===== config.mk =====
export PLATFORM = sky130hd
export DESIGN_NAME = skid_pipeline
export DESIGN_NICKNAME = d
export VERILOG_FILES = /design/src/rtl/skid_pipeline.sv
export SDC_FILE = /design/constraint.sdc
export NUM_CORES = 1
export LEC_CHECK = 0
export CORE_MARGIN = 3
export CORE_UTILIZATION = 45
export DETAILED_ROUTE_END_ITERATION = 7
export GPL_TIMING_DRIVEN = 0
export HOLD_SLACK_MARGIN = 0.05
export PLACE_DENSITY_LB_ADDON = 0.15
export SLEW_MARGIN = 20
export SYNTH_ARGS = -nofsm -noshare
export SYNTH_HDL_FRONTEND = slang
export SYNTH_SLANG_ARGS = --single-unit

===== constraint.sdc =====
create_clock -name clk -period 15.55 [get_ports clk]
set_input_delay 4.665 -clock clk [delete_from_list [all_inputs] [get_ports clk]]
set_output_delay 4.665 -clock clk [all_outputs]
set_load 0.01 [all_outputs]

===== src/rtl/skid_pipeline.sv =====
// skid_pipeline
//   Chain of STAGES skid-buffered valid/ready register stages. Every forward
//   (valid/data) and backward (ready) path is registered, so the block cuts
//   timing in both directions while sustaining one transfer per cycle.
//   Each stage holds a main slot and a skid slot, giving 2*STAGES words of
//   elasticity in total.
//
// Parameters
//   DATA_WIDTH : payload width in bits (>=1)
//   STAGES     : number of skid stages (>=1)
//   CNT_W      : occupancy width, derived from STAGES
//
// Ports
//   clk       : rising-edge clock
//   rst       : synchronous active-high reset, clears all stored words
//   flush     : synchronous discard of all stored words
//   in_data   : upstream payload
//   in_valid  : upstream word offered
//   in_ready  : stage 0 can accept (registered state, no path from out_ready)
//   out_data  : last-stage main register payload
//   out_valid : last-stage main register holds a word
//   out_ready : downstream accepts
//   occupancy : number of words held across all stages
module skid_pipeline #(
  parameter  int DATA_WIDTH = 32,
  parameter  int STAGES     = 2,
  localparam int CNT_W      = $clog2(2*STAGES+1)
) (
  input  logic                  clk,
  input  logic                  rst,
  input  logic                  flush,
  input  logic [DATA_WIDTH-1:0] in_data,
  input  logic                  in_valid,
  output logic                  in_ready,
  output logic [DATA_WIDTH-1:0] out_data,
  output logic                  out_valid,
  input  logic                  out_ready,
  output logic [CNT_W-1:0]      occupancy
);

  // Per-stage state gathered into vectors so neighbouring stages and the
  // occupancy counter can reach it.
  logic [STAGES-1:0]     main_vld;
  logic [STAGES-1:0]     skid_vld;
  logic [DATA_WIDTH-1:0] main_dat [STAGES];

  // Depends only on stage-0 skid state plus the local flush/reset controls.
  assign in_ready = !skid_vld[0] && !flush && !rst;

  for (genvar k = 0; k < STAGES; k++) begin : g_stage
    logic                  main_v;
    logic                  skid_v;
    logic [DATA_WIDTH-1:0] main_d;
    logic [DATA_WIDTH-1:0] skid_d;
    logic                  off_v;
    logic [DATA_WIDTH-1:0] off_d;
    logic                  dn_rdy;
    logic                  acc;
    logic                  drn;

    if (k == 0) begin : g_head
      assign off_v = in_valid && in_ready;
      assign off_d = in_data;
    end else begin : g_body
      assign off_v = main_vld[k-1];
      assign off_d = main_dat[k-1];
    end

    // Downstream ready is the next stage's registered skid-empty flag,
    // which is what keeps the backward path one register per stage.
    if (k == STAGES-1) begin : g_tail
      assign dn_rdy = out_ready;
    end else begin : g_link
      assign dn_rdy = !skid_vld[k+1];
    end

    assign acc = off_v && !skid_v;
    assign drn = main_v && dn_rdy;

    always_ff @(posedge clk) begin
      if (rst || flush) begin
        main_v <= 1'b0;
        skid_v <= 1'b0;
      end else if (drn) begin
        // With a full skid, acc is impossible and main refills from skid;
        // otherwise main refills only if a new word arrives.
        main_v <= skid_v || acc;
        skid_v <= 1'b0;
      end else if (acc) begin
        if (main_v) begin
          skid_v <= 1'b1;
        end else begin
          main_v <= 1'b1;
        end
      end
    end

    // Payload registers carry no reset; the valid flags qualify them.
    always_ff @(posedge clk) begin
      if (drn && skid_v) begin
        main_d <= skid_d;
      end else if (acc && (drn || !main_v)) begin
        main_d <= off_d;
      end else if (acc) begin
        skid_d <= off_d;
      end
    end

    assign main_vld[k] = main_v;
    assign skid_vld[k] = skid_v;
    assign main_dat[k] = main_d;
  end

  assign out_valid = main_vld[STAGES-1];
  assign out_data  = main_dat[STAGES-1];

  always_comb begin
    occupancy = '0;
    for (int unsigned i = 0; i < STAGES; i++) begin
      occupancy = occupancy + CNT_W'(main_vld[i]) + CNT_W'(skid_vld[i]);
    end
  end

endmodule


======== Word-level counts from Yosys, hierarchy flattened ========
Cells that the tools add are included.
operators by class
  reduce and logical (&&, ||, !) cells .... 31
  muxes and demuxes ....................... 8
  bitwise gates (word level) .............. 4
  add/subtract/negate cells ............... 3
operators with widths
  kind               number
  $mux 32            4
  $logic_and 1x1->1  10
  $reduce_bool 2->1  4
  $logic_not 1->1    6
  $reduce_and 3->1   2
  $logic_or 1x1->1   5
  $mux 1             4
  $not 1->1          4
  $reduce_and 2->1   2
  $reduce_or 2->1    2
  $add 2x1->3        1
  $add 3x1->3        1
  $add 1x1->2        1
storage, ports and cells
  flip-flop bits (word level) ............. 132
  word-level logic and storage cells ...... 54
  output and inout bits ................... 37

======== Depth between registers and ports, before layout ========
Gate-level depths: netlist of run 1.
  word-level depth ........................ 8
  mapped depth ............................ 5

======== Worst setup path after synthesis of run 1 ========
No wires, ideal clock.
  kind .................................... input to output
  start ................................... in flush
  end ..................................... out in_ready
  arrival time ............................ 5253 ps
  required time ........................... 10885 ps
  cell stages on the path ................. 3
  slack ................................... 5632 ps
  cell sequence ........................... or2_2 > clkbuf_1 > nor2_1
between the ends
  cells in the longest elaborated chain, start to end .. 3
ends and longest elaborated chain
  element                          RTL line  text
  from (decl)                      31        input logic flush,
  $logic_not 1->1                  48        assign in_ready = !skid_vld[0] && !flush && !rst;
  $logic_and 1x1->1 (2 in series)  48
  to (decl)                        34        output logic in_ready,
Every way passes these cells.

======== Worst setup path in the final report of run 1 ========
Same ends and word-level chain as after synthesis.

==> results of run 1 <==
[through the flow]
step / hold slack (ns) / power, mW
2_1_floorplan: 0.420 / 0.421
3_3_place_gp: 0.428 / 0.438
3_5_place_dp: 0.439 / 0.441
4_1_cts: 0.453 / 0.821
5_1_grt: 0.464 / 0.840
6_report: 0.447 / 0.812
[worst paths after layout]
kind	cells after the start	slack [ns]	endpoint	from
min	0	0.45	g_stage[1].skid_d[15]$_DFFE_PP_	g_stage[0].main_d[15]$_DFFE_PP_
max	5	4.67	in_ready	flush
max reg2reg	6	13.07	g_stage[0].skid_d[17]$_DFFE_PP_	g_stage[1].skid_v$_SDFFE_PP0P_
min reg2reg	0	0.45	g_stage[1].skid_d[15]$_DFFE_PP_	g_stage[0].main_d[15]$_DFFE_PP_
[logic make-up (layout without fill, tap and decap cells)]
family	after synthesis	count (layout)	share of synthesized area (%)
fa+ha+maj	3	3	0.869
compound gates	11	11	1.16
mux	64	64	18.3
flops	132	132	75.7
buf+inv	13	129	2.32
simple gates	12	12	1.67
[state kept, by name, indices dropped and copies added, names as in the netlist]
| register | cells |
|---|---|
| g_stage.skid_d | 64 |
| g_stage.main_v | 1 |
| out_data | 32 |
| g_stage.skid_v | 2 |
| g_stage.main_d | 32 |
| out_valid | 1 |
[cell usage after synthesis]
library cell	instances	share of area [%]
edfxtp_1	128	74
mux2_4	60	17
a21oi_1	7	0.68
inv_1	6	0.43
dfxtp_1	4	1.5
mux2_2	4	0.87
buf_12	3	1.2
buf_6	3	0.65
nor2_1	3	0.22
a211oi_1	2	0.29
ha_1	2	0.48
nor3_1	2	0.19
o21ai_0	2	0.19
clkbuf_1	1	0.072
fa_1	1	0.39
nand2_1	1	0.072
nand2_4	1	0.22
nand2b_1	1	0.12
nand3_4	1	0.34
nor2b_4	1	0.27
nor4_1	1	0.12
or2_2	1	0.12
[cells in the final DEF (no fill, tap or decap), types with 3 or more instances in the layout]
master and instances:
a21oi_1 6, buf_12 3, buf_4 5, buf_6 6, clkbuf_16 17, clkdlybuf4s50_1 73, clkinv_2 4, clkinvlp_4 3
dfxtp_1 4, edfxtp_1 128, inv_1 6, mux2_2 4, mux2_4 60, nor2_1 3
[power breakdown]
part           switching, mW  leakage (nW)  total [mW]  internal, mW
registers            0.00243          1.20       0.398         0.396
clock network          0.144         0.271       0.379         0.234
logic                 0.0117          1.10      0.0343        0.0226
total                  0.159          2.57       0.812         0.653
[layer usage]
metal,wire length [um],vias up
li1,-,1137
met1,3230,1170
met2,4030,63
met3,436,10
met4,102,0
met5,0,-
[final cells by class]
class	instances	area share (%)
Buffer	7	1.44
Clock inverter	14	2.01
Inverter	6	0.331
Multi-Input combinational cell	90	17.2
Clock buffer	18	6.31
Timing Repair Buffer	84	12.4
Tap cell	140	2.58
Sequential cell	132	57.7
==> flow_summary.ini, run 1 <==
[run_status]
status = finished clean

[synth]
synth_cell_types = 22
synth_nets = 275
syn_avg_cell_area_sq_um = 22.0
ys_ff_latch = 132
ys_seq_area_share_pct = 75.7
syn_area_sq_um = 5180
yosys_warnings = 0
synthCells = 235

[worst_setup_path]
path_cells = clkdlybuf4s50_1 > or2_2 > clkbuf_1 > nor2_1 > clkdlybuf4s50_1
critPathRequiredTime_ns = 10.89
crit_path_frequent_cell = clkdlybuf4s50_1
criticalPathCategory = in -> out
end_kind = primary output
crit_buf_inv = 3
arrival_ns = 6.21
critPathLaunchType = input pin
slowest_delay_ns = 0.54
path_max_fanout = 6
critPathSlowestCell = clkdlybuf4s50_1
critPathTopFamily = buffers and inverters

[placement]
pre_cts_ws_ns = 4.69
hpwl_um = 5490
io_buffer_count = 73
placedInstanceArea_sq_um = 6230
place.gp.congestion = 0.745
placedCellCount = 459

[sta]
finalWorstPathRequiredPeriod_ns = 10.88
fin_ws_ns = 4.67
slew_headroom_pct = 52.4
fin_skew_ns = 0.00671
rsz0062_at_grt = false
layout_worst_path_cycle_share_pct = 70.0
tns_ns = 0
worst_slew_pin_slew_ns = 0.709
hold_violations = 0
slew_viol_final = 0
finalSetupViolations = 0
fmax_ghz = 0.0919

[layout]
final-seq-area_sq_um = 3920
area_delta_synth_final_pct = 31.2
n_fill_cell = 818
postLayoutCellArea_sq_um = 6800
fin_util_pct = 61.6
antenna_cells = 0
layout-drive-gt1-share_pct = 33.6
fin_nets = 378
instances_no_fill = 491
multi_input_area_sq_um = 1170

[clock_tree]
numClockSinks = 132
postCtsSetupBuffers = 0
post_cts_resized = 0
h-tree-depth = 4
ctsHoldBuffers = 0
clk_pin_slew_ns = 0.06
cts_root_buffer = clkbuf_16
cts_tree = done
worst_skew_pair.late_latency_ns = 0.41
cts-buffers-inserted = 17
clockBufferDepth = 2

[detailed_routing]
drt_iter0_markers = 109
ant_nets = 0
first_pass_iters = 4
drc = 0
wire_per_inst_um = 15.9
vias = 2380
vias_per_cell = 4.85
wl_um = 7800

[die]
num_io_pins = 74
dieArea_sq_um = 12800
fp.coreArea_sq_um = 11000
die_width_um = 113
die_y_um = 113
start_util_pct = 47.0
rows = 38

[pwr]
power.leakage_nw = 2.57
peakVddDrop_uv = 66.4
power_density_nw_per_um2 = 119

[global_routing]
grtUsageMet3_pct = 5.24
use_met1_pct = 15.3
grt_pass1_wl_um = 12700
antenna_found_initial = 0
grt_max_degree = 23
grt_remaining_overflow = 0
grtUsageMet2_pct = 21.7
grt.total_usage_pct = 13.3
top_usage_layer = met2
grt_pass1_vias = 2514

[hold_path]
hold_path_class = reg -> reg

[job]
max-cap-violations = 0
No activity file was read; power rests on OpenSTA's default activity.
==> run 2: changes to the inputs <==
clock period = 8.9 ns   (was 15.55 ns; I/O delays follow)
==> results of run 2 <==
The final DEF is identical to that of run 1. Status: finished clean.
Main changes from that run: setup slack after placement 4.69 ns -> 2.03 ns; setup slack after layout 4.67 ns -> 2.01 ns; register-to-register setup slack 13.07 ns -> 6.42 ns; total power 0.812 mW -> 1.42 mW; worst IR drop on VDD 66.4 uV -> 116 uV
==> run 3: changes to the inputs <==
clock period = 6.39 ns   (was 8.9 ns; I/O delays follow)
==> results of run 3 <==
The final DEF is identical to that of run 1. Status: finished clean.
Main changes from that run: setup slack after placement 4.69 ns -> 1.03 ns; setup slack after layout 4.67 ns -> 1.01 ns; register-to-register setup slack 13.07 ns -> 3.91 ns; total power 0.812 mW -> 1.98 mW; worst IR drop on VDD 66.4 uV -> 161 uV
